==> config.mk <==
export PLATFORM = sky130hd
export DESIGN_NAME = matmul_job_sequencer
export DESIGN_NICKNAME = d
export VERILOG_FILES = /design/src/rtl/matmul_job_sequencer.sv
export SDC_FILE = /design/constraint.sdc
export NUM_CORES = 1
export LEC_CHECK = 0
export ABC_AREA = 1
export BUFFER_PORTS_ARGS = -buffer_cell sky130_fd_sc_hd__buf_2
export CAP_MARGIN = 10
export CORE_ASPECT_RATIO = 1.2
export CORE_MARGIN = 8
export CORE_UTILIZATION = 26
export CTS_BUF_LIST = sky130_fd_sc_hd__clkbuf_8
export DETAILED_ROUTE_END_ITERATION = 6
export SYNTH_ARGS = -nofsm -noshare
export SYNTH_HDL_FRONTEND = slang
export SYNTH_SLANG_ARGS = --single-unit
==> constraint.sdc <==
create_clock -name clk -period 3.42 [get_ports clk]
set_input_delay 0.342 -clock clk [delete_from_list [all_inputs] [get_ports clk]]
set_output_delay 0.342 -clock clk [all_outputs]
set_load 0.01 [all_outputs]
==> src/rtl/matmul_job_sequencer.sv <==
// Job queue and launch sequencer in front of the matrix-multiply core: buffers
// job descriptors, launches them one at a time and keeps done/error tallies.
module matmul_job_sequencer #(
   parameter int MAT_SIZE_BITS  = 4,
   parameter int BRAM_DEPTH     = 10,
   parameter int QUEUE_DEPTH    = 4,
   parameter int TIMEOUT_CYCLES = 65535,
   parameter int CNT_W          = 8
) (
   input  logic                               clk,
   input  logic                               rst_n,
   input  logic                               job_valid_i,
   output logic                               job_ready_o,
   input  logic [MAT_SIZE_BITS-1:0]           job_m_i,
   input  logic [MAT_SIZE_BITS-1:0]           job_n_i,
   input  logic [MAT_SIZE_BITS-1:0]           job_k_i,
   input  logic [BRAM_DEPTH-1:0]              job_base_in1_i,
   input  logic [BRAM_DEPTH-1:0]              job_base_in2_i,
   input  logic [BRAM_DEPTH-1:0]              job_base_out_i,
   output logic                               core_start_o,
   output logic [MAT_SIZE_BITS-1:0]           core_m_o,
   output logic [MAT_SIZE_BITS-1:0]           core_n_o,
   output logic [MAT_SIZE_BITS-1:0]           core_k_o,
   output logic [BRAM_DEPTH-1:0]              core_base_in1_o,
   output logic [BRAM_DEPTH-1:0]              core_base_in2_o,
   output logic [BRAM_DEPTH-1:0]              core_base_out_o,
   input  logic                               core_done_i,
   input  logic                               core_err_i,
   input  logic                               halt_clr_i,
   output logic                               busy_o,
   output logic                               halted_o,
   output logic [CNT_W-1:0]                   jobs_done_o,
   output logic [CNT_W-1:0]                   jobs_err_o,
   output logic [$clog2(QUEUE_DEPTH+1)-1:0]   q_level_o
);

   // state | meaning
   // IDLE  | waiting for a queued job
   // LOAD  | pop head into core_* registers, reject zero-dimension jobs
   // FIRE  | one-cycle core_start, arm the watchdog
   // WAIT  | wait for a rising core_done, accumulate core_err
   // HALT  | watchdog expired; no launches until halt_clr_i

   localparam int LVL_W = $clog2(QUEUE_DEPTH + 1);
   localparam int PTR_W = $clog2(QUEUE_DEPTH);
   localparam int TMR_W = $clog2(TIMEOUT_CYCLES + 1);
   localparam logic [TMR_W-1:0] TMO_LOAD = TMR_W'(TIMEOUT_CYCLES - 1);
   localparam logic [CNT_W-1:0] CNT_MAX  = {CNT_W{1'b1}};

   typedef struct packed {
      logic [MAT_SIZE_BITS-1:0] m;
      logic [MAT_SIZE_BITS-1:0] n;
      logic [MAT_SIZE_BITS-1:0] k;
      logic [BRAM_DEPTH-1:0]    b1;
      logic [BRAM_DEPTH-1:0]    b2;
      logic [BRAM_DEPTH-1:0]    bo;
   } job_t;

   typedef enum logic [2:0] {
      ST_IDLE = 3'd0,
      ST_LOAD = 3'd1,
      ST_FIRE = 3'd2,
      ST_WAIT = 3'd3,
      ST_HALT = 3'd4
   } state_t;

   state_t            state_q, state_d;
   job_t              fifo_q [QUEUE_DEPTH];
   logic [PTR_W-1:0]  wr_ptr_q, rd_ptr_q;
   logic [LVL_W-1:0]  level_q, level_d;
   job_t              core_q, core_d;
   logic [TMR_W-1:0]  timer_q, timer_d;
   logic              err_seen_q, err_seen_d;
   logic              done_q;
   logic [CNT_W-1:0]  jobs_done_q, jobs_done_d;
   logic [CNT_W-1:0]  jobs_err_q, jobs_err_d;
   logic              push, pop, done_edge, done_inc, err_inc;
   job_t              job_in, head;

   assign job_in      = '{m: job_m_i, n: job_n_i, k: job_k_i,
                          b1: job_base_in1_i, b2: job_base_in2_i, bo: job_base_out_i};
   assign head        = fifo_q[rd_ptr_q];
   assign job_ready_o = (level_q < LVL_W'(QUEUE_DEPTH));
   assign push        = job_valid_i & job_ready_o;
   assign pop         = (state_q == ST_LOAD);
   assign done_edge   = core_done_i & ~done_q;

   always_comb begin
      level_d = level_q;
      case ({push, pop})
         2'b10:   level_d = level_q + LVL_W'(1);
         2'b01:   level_d = level_q - LVL_W'(1);
         default: level_d = level_q;
      endcase
   end

   // Storage has no reset: the level register alone defines which entries are live.
   always_ff @(posedge clk) begin
      if (push) fifo_q[wr_ptr_q] <= job_in;
   end

   always_comb begin
      state_d    = state_q;
      core_d     = core_q;
      timer_d    = timer_q;
      err_seen_d = err_seen_q;
      done_inc   = 1'b0;
      err_inc    = 1'b0;
      case (state_q)
         ST_IDLE: if (level_q != '0) state_d = ST_LOAD;
         ST_LOAD: begin
            core_d = head;
            if ((head.m == '0) || (head.n == '0) || (head.k == '0)) begin
               err_inc = 1'b1;
               state_d = ST_IDLE;
            end else begin
               state_d = ST_FIRE;
            end
         end
         ST_FIRE: begin
            timer_d    = TMO_LOAD;
            err_seen_d = 1'b0;
            state_d    = ST_WAIT;
         end
         ST_WAIT: begin
            err_seen_d = err_seen_q | core_err_i;
            if (done_edge) begin
               done_inc = 1'b1;
               err_inc  = err_seen_q | core_err_i;
               state_d  = ST_IDLE;
            end else if (timer_q == '0) begin
               err_inc = 1'b1;
               state_d = ST_HALT;
            end else begin
               timer_d = timer_q - TMR_W'(1);
            end
         end
         ST_HALT: if (halt_clr_i) state_d = ST_IDLE;
         default: state_d = ST_IDLE;
      endcase
   end

   assign jobs_done_d = (done_inc && (jobs_done_q != CNT_MAX)) ? jobs_done_q + CNT_W'(1) : jobs_done_q;
   assign jobs_err_d  = (err_inc && (jobs_err_q != CNT_MAX)) ? jobs_err_q + CNT_W'(1) : jobs_err_q;

   always_ff @(posedge clk or negedge rst_n) begin
      if (!rst_n) begin
         state_q     <= ST_IDLE;
         wr_ptr_q    <= '0;
         rd_ptr_q    <= '0;
         level_q     <= '0;
         core_q      <= '0;
         timer_q     <= '0;
         err_seen_q  <= 1'b0;
         done_q      <= 1'b0;
         jobs_done_q <= '0;
         jobs_err_q  <= '0;
      end else begin
         state_q     <= state_d;
         level_q     <= level_d;
         core_q      <= core_d;
         timer_q     <= timer_d;
         err_seen_q  <= err_seen_d;
         done_q      <= core_done_i;
         jobs_done_q <= jobs_done_d;
         jobs_err_q  <= jobs_err_d;
         if (push) wr_ptr_q <= wr_ptr_q + PTR_W'(1);
         if (pop)  rd_ptr_q <= rd_ptr_q + PTR_W'(1);
      end
   end

   assign core_start_o    = (state_q == ST_FIRE);
   assign core_m_o        = core_q.m;
   assign core_n_o        = core_q.n;
   assign core_k_o        = core_q.k;
   assign core_base_in1_o = core_q.b1;
   assign core_base_in2_o = core_q.b2;
   assign core_base_out_o = core_q.bo;
   assign busy_o          = (state_q == ST_LOAD) || (state_q == ST_FIRE) || (state_q == ST_WAIT);
   assign halted_o        = (state_q == ST_HALT);
   assign jobs_done_o     = jobs_done_q;
   assign jobs_err_o      = jobs_err_q;
   assign q_level_o       = level_q;

endmodule
# Word level (Yosys, flattened, before mapping)
# Memory sizes are Yosys's and may differ from the RTL's.
# Index checks and enable logic that the tools add are counted.
[word_totals]
reg_bits = 86
latch_bits = 0
mem_bits_rw = 168
mem_bits_ro = 0
input_bits = 48
out_inout_bits = 65
wordCells = 76
memories = 1
[classes]
n_addsub = 7
n_mul = 0
div_mod_pow = 0
order_cmp = 1
eq_ne = 13
shift = 0
n_mux = 19
n_bitwise = 4
reduce_logical = 16
[mem_list]
columns = ["name", "depth", "width", "rd", "rd_ports_with_merged_regs", "wr", "line_no", "source"]
rows = [
  ["fifo_q", 4, 42, 1, 0, 1, "68", "job_t fifo_q [QUEUE_DEPTH];"],
]
[op_table]
columns = ["operator", "count"]
rows = [
  ["16-bit two-way mux", 2],
  ["16-bit case mux with 2 select lines", 1],
  ["8-bit by 1-bit adder with 8-bit output, second input constant", 2],
  ["16-bit zero test", 1],
  ["8-bit != test, second input constant", 2],
  ["16-bit by 1-bit subtractor with 16-bit output, second input constant", 1],
  ["3-bit case mux with 5 select lines", 1],
  ["4-bit zero test", 3],
  ["3-bit two-way mux", 4],
  ["2-bit != test, second input constant", 4],
  ["1-bit two-way mux", 7],
  ["3-bit by 2-bit == test with 1-bit output, second input constant", 2],
  ["3-bit case mux with 2 select lines", 1],
  ["3-bit AND reduction", 2],
  ["2-bit by 1-bit adder with 2-bit output, second input constant", 2],
  ["1-bit logical OR", 4],
  ["1-bit case mux with 2 select lines", 2],
  ["2-bit nonzero test", 2],
  ["3-bit by 1-bit adder with 3-bit output, second input constant", 1],
  ["3-bit by 1-bit == test with 1-bit output, second input constant", 1],
  ["3-bit == test, second input constant", 1],
  ["3-bit zero test", 1],
  ["3-bit < comparator, second input constant", 1],
  ["3-bit != test, second input constant", 1],
  ["9 further kinds", 11],
]

# Logic depth before layout (Yosys ltp)
# Gate-level depths: netlist (run 1).
# An unclocked memory read counts as a cell.
[depth]
depth_word = 7
ltp_mapped = 15
depth_no_buf = 13

# Worst setup path after synthesis (run 1)
# Ideal clock, no wire load.
[synth_timing]
kind = "register -> register"
from = "reg level_q[2] (netlist: q_level_o[2])"
to = "mem fifo_q[0][0] in the netlist's numbering, enable pin"
setup_time_ns = 0.442
arrival_ns = 2.549
required_ns = 2.978
slack_ns = 0.430
stages_incl_launch_ff = 4
path_buffers = 0
synth_period_minus_slack_ns = 2.990
cell_sequence = "dfrtp_1 inv_1 nand2_1 nor2_1"
[synth_via]
elab_chain_len = 4
[synth_rtl]
columns = ["element", "line_no", "source"]
rows = [
  ["start: declaration", "70", "logic [LVL_W-1:0] level_q, level_d;"],
  ["start signal: assignment", "160", "level_q <= level_d;"],
  ["3-bit < comparator", "83", "assign job_ready_o = (level_q < LVL_W'(QUEUE_DEPTH));"],
  ["named net job_ready_o", "13", "output logic job_ready_o,"],
  ["1-bit AND", "84", "assign push = job_valid_i & job_ready_o;"],
  ["1-bit two-way mux", "99", "if (push) fifo_q[wr_ptr_q] <= job_in;"],
  ["1-bit two-way mux (implied by the code)", "99", ""],
  ["end: declaration", "68", ""],
]
# The timed path passes the listed nets, and every way through them passes these cells.

# Final worst setup path (run 1)
[layout_timing]
from = "reg state_q[0]"
to = "reg core_q, in the netlist core_k_o[0]"
[layout_via]
elab_chain_len = 1
[layout_rtl]
columns = ["element", "line_no", "source"]
rows = [
  ["start: declaration", "67", "state_t state_q, state_d;"],
  ["start signal: assignment", "159", "state_q <= state_d;"],
  ["3-bit by 1-bit == test with 1-bit output", "109", "case (state_q)"],
  ["end signal: assignment", "161", "core_q <= core_d;"],
  ["end: declaration", "71", "job_t core_q, core_d;"],
]
# No other way between the ends.
# A chain may end at the register's enable or synchronous reset.

==> results.toml, run 1 <==
[run_status]
status = "completed"

[detailed_routing]
routedWlPerCell_microns = 15.6
drc = 0
drt_iter0_drc = 423
num_vias = 7126
via_per_inst = 4.29
routed_wl_mm = 25.9
drt_first_pass_iters = 5
ant_nets = 0

[final_layout]
drive_gt1_share_pct = 18.9
nNetsFinal = 1150
finish.utilization_pct = 32.4
n_fill_cell = 4034
syn2layout_area_growth_pct = 23.8

[critical_path]
reg2regPathDepth = 6
crit_arrival_ns = 2.43
critPathMaxFanout = 55
r2r_slack_ns = 1.37
start_kind = "flop"
endpoint_kind = "flop"
worstSetupPathType = "flop to flop"
regToRegStartpoint = "state_q[0]$_DFFE_PN0P_"
r2r_end = "core_k_o[0]$_DFFE_PN0P_"
crit_start = "state_q[0]$_DFFE_PN0P_"
cp_data_required_time_ns = 3.79

[yosys]
synth_top_area_share_pct = 48.9
syn_nets = 974
synth.avg_cell_area_sq_um = 11.3
ys_types = 36
yosysMostFrequentCell = "nand2_1"
synth_top_area_cell = "edfxtp_1"
synth-seq-area-share_pct = 69.7
synth_edf_count = 168
synth.area.top_cells = "edfxtp_1 (49%), dfrtp_1 (21%), nand2_1 (8.9%), o21ai_0 (4.0%), nor2_1 (3.6%)"
synthCells = 916
synthArstFlopShare_pct = 33.9
synth-seq-cells = 254
synth_common_cells = "nand2_1 (246), edfxtp_1 (168), nor2_1 (99)"
yosys_warnings = 0
synth_ff_type = "edfxtp_1"
synth_area_sq_um = 10300

[timing]
slew_viol_final = 0
tightest_slew_ns = 0.954
finalSetupViolCount = 0
timing.fmax_mhz = 487
grt_setup_unrepaired = "no"
final_hold_viol_count = 0
fin_worst_skew_ns = 0.0144
fin_crit_sh_pct = 60.0
maxSlewHeadroom_pct = 36.3
tns_ns = 0
fin_crit_ns = 2.05

[power]
power_density_nw_per_um2 = 848
irDropWorstVdd_mv = 0.403
p_leak_nw = 5.25

[clock_network]
cts_htree_levels = 2
cts_root_buffer = "clkbuf_8"
post_cts.repair.setup_buffers = 0
clock_latency_ns = 0.54
cts_inserted_buffers = 43
cts_sinks = 254
cts.path.max_buffers = 3
cts_tree = "done"
clk_pin_slew_ns = 0.06

[global_route]
grt_max_degree = 56
antenna_found_initial = 2
grt_pass1_wl_mm = 40.4
grt_pass1_vias = 7212
track_usage_pct = 11.2
grt_overflow = 0

[hold_path]
worstHoldPathCells = 1
hold_class = "input pin to flop"
whs_endpoint = "fifo_q[3][6]$_DFFE_PP_"
min_from = "job_base_out_i[6]"

[placed_design]
portBuffers = 112
gp_congestion = 0.812
dp.final_hpwl_mm = 16.5

[floorplanning]
die_area_sq_um = 46400
ioPinCount = 113
rows = 80
initial_utilization_pct = 26.2
die_h_microns = 234
die_x_microns = 198
coreArea_sq_um = 39400

[run]
max-cap-violations = 0
cells in the final DEF (no fill, tap or decap), types with 2 or more instances in the layout:
master         count
dlygate4sd3_1     41
o21ai_0           83
nor2_1            95
nand3_1           41
nor2_4             6
nand2_2            3
ha_1               9
clkbuf_8          49
clkinv_2           8
xor2_1            17
xnor2_1           10
dfrtp_2            2
inv_2              4
nand2_1          246
buf_4             18
dfrtp_1           84
o211ai_1           2
edfxtp_1         168
o31ai_1            2
o22ai_1           30
nor3_4             2
nor3_1             5
o21ai_1            9
clkinv_1          10
buf_2            111
a21oi_1            4
nand2_4            3
nand4_1            2
inv_1             50
through the flow:
step | power, mW | cell area [sq um] | setup WS [ns] | hold slack (ns) | cells
final | 10.8 | 12800 | 1.37 | 0.0392 | 1660
after global routing | 11.7 | 12800 | 1.14 | 0.00719 | 1660
after CTS | 11.0 | 12800 | 1.32 | 0.00250 | 1659
after global placement | 8.22 | 11500 | 1.31 | 0.453 | 1539
after detailed placement | 8.31 | 11500 | 1.32 | 0.451 | 1539
after floorplan | 6.97 | 10300 | 0.430 | 0.0464 | 916
cell families (layout without fill, tap and decap cells):
kind of cell / count (synthesis) / after routing / synth area share [%]
AOI/OAI and AO/OA: 132 / 132 / 6.91
xor gates and xnor gates: 27 / 27 / 2.29
DFF: 254 / 254 / 69.7
other: 0 / 1 / 0
adders and majority gates: 10 / 10 / 1.28
buffers and inverters: 86 / 296 / 3.56
and+or+nand+nor: 407 / 407 / 16.2
how the worst max path moves through the flow:
stage,endpoint,slack (ns),depth (start not counted)
floorplan,fifo_q[0][0]$_DFFE_PP_,0.43,3
global route,state_q[1]$_DFFE_PN0P_,1.14,5
detailed placement,core_k_o[0]$_DFFE_PN0P_,1.32,5
CTS,core_k_o[0]$_DFFE_PN0P_,1.32,6
global placement,q_level_o[2]$_DFFE_PN0P_,1.31,8
finish,core_k_o[0]$_DFFE_PN0P_,1.37,6
where the power goes:
| part | internal [mW] | leakage (nW) | switching, mW |
|---|---|---|---|
| logic | 1.22 | 2.22 | 2.52 |
| registers | 4.04 | 2.57 | 0.437 |
| clock network | 1.40 | 0.470 | 1.22 |
| total | 6.66 | 5.25 | 4.17 |
what timing repair did:
| action | CTS | global route |
|---|---|---|
| hold buffers | 41 | 0 |
| hold endpoints to repair | 202 | 0 |
| gates resized for setup | 0 | 0 |
worst max-delay path, stage by stage (launching register included):
cell and delay, ns:
dfrtp_1 0.43, inv_1 0.12, nor3_4 0.14, buf_4 0.44, inv_2 0.50, nand2_1 0.16
o21ai_0 0.09
layer usage:
layer  track usage, %  vias up  wire length (microns)
met3             2.50       41                   1320
met2             18.8      163                  12600
met1             14.2     3448                  11400
met4             3.27        2                    538
li1                 -     3472                      -
met5                0        -                     16
sequential cells by signal (all words and copies together) (netlist names):
signal and count:
timer_q 16, fifo_q 168, rd_ptr_q 2, jobs_done_o 8
done_q 1, jobs_err_o 8, err_seen_q 1, wr_ptr_q 2
core_base_in1_o 10, core_n_o 4, core_m_o 4, core_base_out_o 10
q_level_o 3, core_base_in2_o 10, state_q 3, core_k_o 4
area by class of cell:
type / instances / area (sq um) / share of cell area [%]
Antenna cell: 1 / 2.50 / 0.0196
Clock buffer: 49 / 674 / 5.28
Clock inverter: 30 / 165 / 1.29
Inverter: 47 / 179 / 1.40
Multi-Input combinational cell: 576 / 2790 / 21.8
Sequential cell: 254 / 7200 / 56.4
Tap cell: 533 / 667 / 5.22
Timing Repair Buffer: 170 / 1100 / 8.62
No activity file was read; power rests on OpenSTA's default activity.
==> inputs of run 2 (changes only) <==
ABC_AREA = 0   (was 1)
clock period = 2.1 ns   (was 3.42 ns; I/O delays follow)
==> run 2 against run 1 <==
Net effect:
- the run now ends with negative setup slack left
- maximum frequency decreased by 14%
- combinational power rose by 65%
- final area increased by 4.5%
- sequential power is 60% higher
- area after synthesis shrank 2.1%
- sequential cell count stayed put
- first-iteration DRC count down 53%
- worst hold slack better by 0.16 ns
- via count down 18%
- wire length down 9.3%
- clock-buffer cell count rose by 1
==> results.toml, run 2 <==
[run_status]
status = "finished, violations left"
violations = "negative setup slack"

[placed_design]
place_ws_ns = -0.350
portBuffers = 112
dp.final_hpwl_mm = 15.0
placed_cells = 1194
gp_congestion = 0.739

[yosys]
yosys_warnings = 0
yosysMostFrequentCell = "edfxtp_1"
synth_compound_area_share_pct = 3.18
synth-seq-area-share_pct = 71.2
synthCells = 562
synth_ff_type = "edfxtp_1"
synth.avg_cell_area_sq_um = 18.0
synth_top_family_by_area = "multiplexers"
synth_edf_count = 168
synth.area.top_cells = "edfxtp_1 (50%), dfrtp_1 (21%), mux4_2 (9.4%), mux2_2 (4.8%), mux2i_1 (1.2%)"
yosys.area_share.adder_pct = 1.31
synth-seq-cells = 254
yosys.area_share.simple_pct = 5.63
synth_common_cells = "edfxtp_1 (168), dfrtp_1 (86), mux2_2 (43)"
synthArstFlopShare_pct = 33.9
muxShareOfSynthArea_pct = 15.7
syn_nets = 620
synth_top_area_share_pct = 49.9
synth_area_sq_um = 10100
synth-xor-area-share_pct = 1.39
ys_types = 55
synth_top_area_cell = "edfxtp_1"

[clock_network]
clock_latency_ns = 0.54
cts_htree_levels = 2
cts_sinks = 254
cts.path.max_buffers = 3
clk_pin_slew_ns = 0.06
cts_inserted_buffers = 43
cts_tree = "done"
cts_root_buffer = "clkbuf_8"

[final_layout]
regMostFlops = "fifo_q"
largest_register_ffs = 168
final_cells = 1327
regArea_sq_um = 7200
multi_input_area_sq_um = 2990
syn2layout_area_growth_pct = 32.1
n_fill_cell = 3684
layout_commonest_cell = "edfxtp_1"
finish.utilization_pct = 34.6
final_cell_mix = "edfxtp_1 (168), buf_2 (111), dfrtp_1 (83), buf_4 (53), clkbuf_8 (50)"
reg.largest.list = "fifo_q (168), timer_q (16)"
nNetsFinal = 865
drive_gt1_share_pct = 44.0

[floorplanning]
rows = 79
die_h_microns = 232
die_x_microns = 196
initial_utilization_pct = 26.2
die_area_sq_um = 45500
ioPinCount = 113
coreArea_sq_um = 38500

[timing]
final_hold_viol_count = 0
slew_viol_final = 0
finalSetupViolCount = 22
timing.fmax_mhz = 418
fin_crit_sh_pct = 114
tightest_slew_ns = 0.617
fin_worst_skew_ns = 0.0120
worst_slack_ns = -0.294
grt_setup_unrepaired = "yes"
fin_crit_ns = 2.39
hold_ws_ns = 0.198
maxSlewHeadroom_pct = 58.9

[detailed_routing]
routedWlPerCell_microns = 17.7
num_vias = 5868
routed_wl_mm = 23.5
drc = 0
ant_nets = 0
drt_first_pass_iters = 4
drt_iter0_drc = 197
via_per_inst = 4.42

[global_route]
track_usage_pct = 10.3
grt_pass1_vias = 6336
grt_max_degree = 51
grt_overflow = 0
antenna_found_initial = 1
grt_pass1_wl_mm = 36.4

[power]
p_clk_share_pct = 24.2
internal_power_mw = 11.9
swShare_pct = 32.2
pwr-share-seq_pct = 40.8
power_density_nw_per_um2 = 1320
irDropWorstVdd_mv = 0.686
pwr-share-comb_pct = 35.0
p_sw_mw = 5.68
p_leak_nw = 4.93
finalPower_mw = 17.6

[critical_path]
crit_buf_inv = 2
path_cells = "buf_12 -> mux4_2 -> nor4_4 -> buf_4 -> o31ai_4 -> a211o_1 -> mux2_4"
critPathTopFamily = "multiplexers"
critPathSlowestCell = "mux4_2"
endpoint_kind = "flop"
crit_arrival_ns = 2.81
worstSetupPathType = "flop to flop"
start_kind = "flop"
cp_data_required_time_ns = 2.52
critPathMaxFanout = 9
max_stage_delay_ns = 0.53

[run]
max-cap-violations = 0

[hold_path]
hold_class = "input pin to flop"
-- run 2: cell types whose count changed in the layout (fill, tap and decap cells not counted), sizes merged, moves of 12 or more --
cell	previous run	this run
o22ai	30	1
inv	56	33
clkinv	19	5
mux2	0	46
nor2b	0	14
o21ai	92	8
nor2	101	25
mux4	0	42
nand2	252	16
a211oi	1	13
buf	129	178
nand3	42	4
mux2i	0	12
-- run 2: logic make-up (layout without fill, tap and decap cells) --
logic type / count (synthesis) / in the layout
flops: 254 / 254
other cells: 0 / 1
fa+ha+maj: 10 / 10
mux: 100 / 100
compound gates: 46 / 46
buf+inv: 37 / 315
simple gates: 99 / 99
xor+xnor: 16 / 16
-- run 2: cell type report --
cell class / count / share of cell area (%)
timing repair buffer: 224 / 12.5
tap: 486 / 4.55
sequential: 254 / 54.0
multi-input combinational: 271 / 22.4
inverter: 13 / 0.366
clock buffer: 50 / 5.15
antenna: 1 / 0.0187
clock inverter: 28 / 1.12
-- run 2: path summary, 6_finish.rpt --
| check | from | to | slack, ns | cells past startpoint |
|---|---|---|---|---|
| worst max register to register | rd_ptr_q[0]$_DFFE_PN0P_ | jobs_err_o[7]$_DFFE_PN0P_ | -0.29 | 7 |
| min in group asynchronous | rst_n | core_base_in2_o[1]$_DFFE_PN0P_ | 0.26 | 2 |
| worst min register to register | core_base_in1_o[2]$_DFFE_PN0P_ | core_base_in1_o[2]$_DFFE_PN0P_ | 0.50 | 1 |
| max in group asynchronous | rst_n | state_q[0]$_DFFE_PN0P_ | 1.10 | 3 |
| worst min-delay path | job_valid_i | wr_ptr_q[0]$_DFFE_PN0P_ | 0.20 | 4 |
| worst max-delay path | rd_ptr_q[0]$_DFFE_PN0P_ | jobs_err_o[7]$_DFFE_PN0P_ | -0.29 | 7 |
-- run 2: per-stage QoR --
stage | area (sq um) | setup TNS [ns]
2_1_floorplan | 10100 | -1.66
3_3_place_gp | 11800 | -2.97
3_5_place_dp | 11800 | -3.53
4_1_cts | 13200 | -1.97
5_1_grt | 13400 | -3.70
6_report | 13400 | -1.94
-- run 2: what timing repair did --
item,in CTS,in global routing
hold endpoints to repair,207,0
gates resized for setup,24,24
pin swaps,6,22
buffers inserted,5,5
hold buffers,46,0
endpoints found under the setup margin,27,29
-- run 2: worst min-delay path, stage by stage --
cell	delay [ns]
buf_2	0.09
nor2b_1	0.17
buf_4	0.17
xnor2_1	0.06
-- run 2: power by group through the flow --
stage / Clock (mW) / Combinational (mW) / Sequential [mW]
after CTS: 4.45 / 6.22 / 7.20
after floorplan: 0 / 3.47 / 7.37
after global routing: 4.66 / 6.73 / 7.32
after global placement: 0 / 5.92 / 7.23
final: 4.27 / 6.16 / 7.19
after detailed placement: 0 / 5.99 / 7.29
-- run 2: per-layer routing --
metal	vias to the layer above	share of wire [%]	GRT usage, %
met5	-	0	0
met4	0	2.1	3.72
met3	38	5.8	2.80
met2	157	51	17.8
met1	2991	41	12.1
li1	2682	-	-
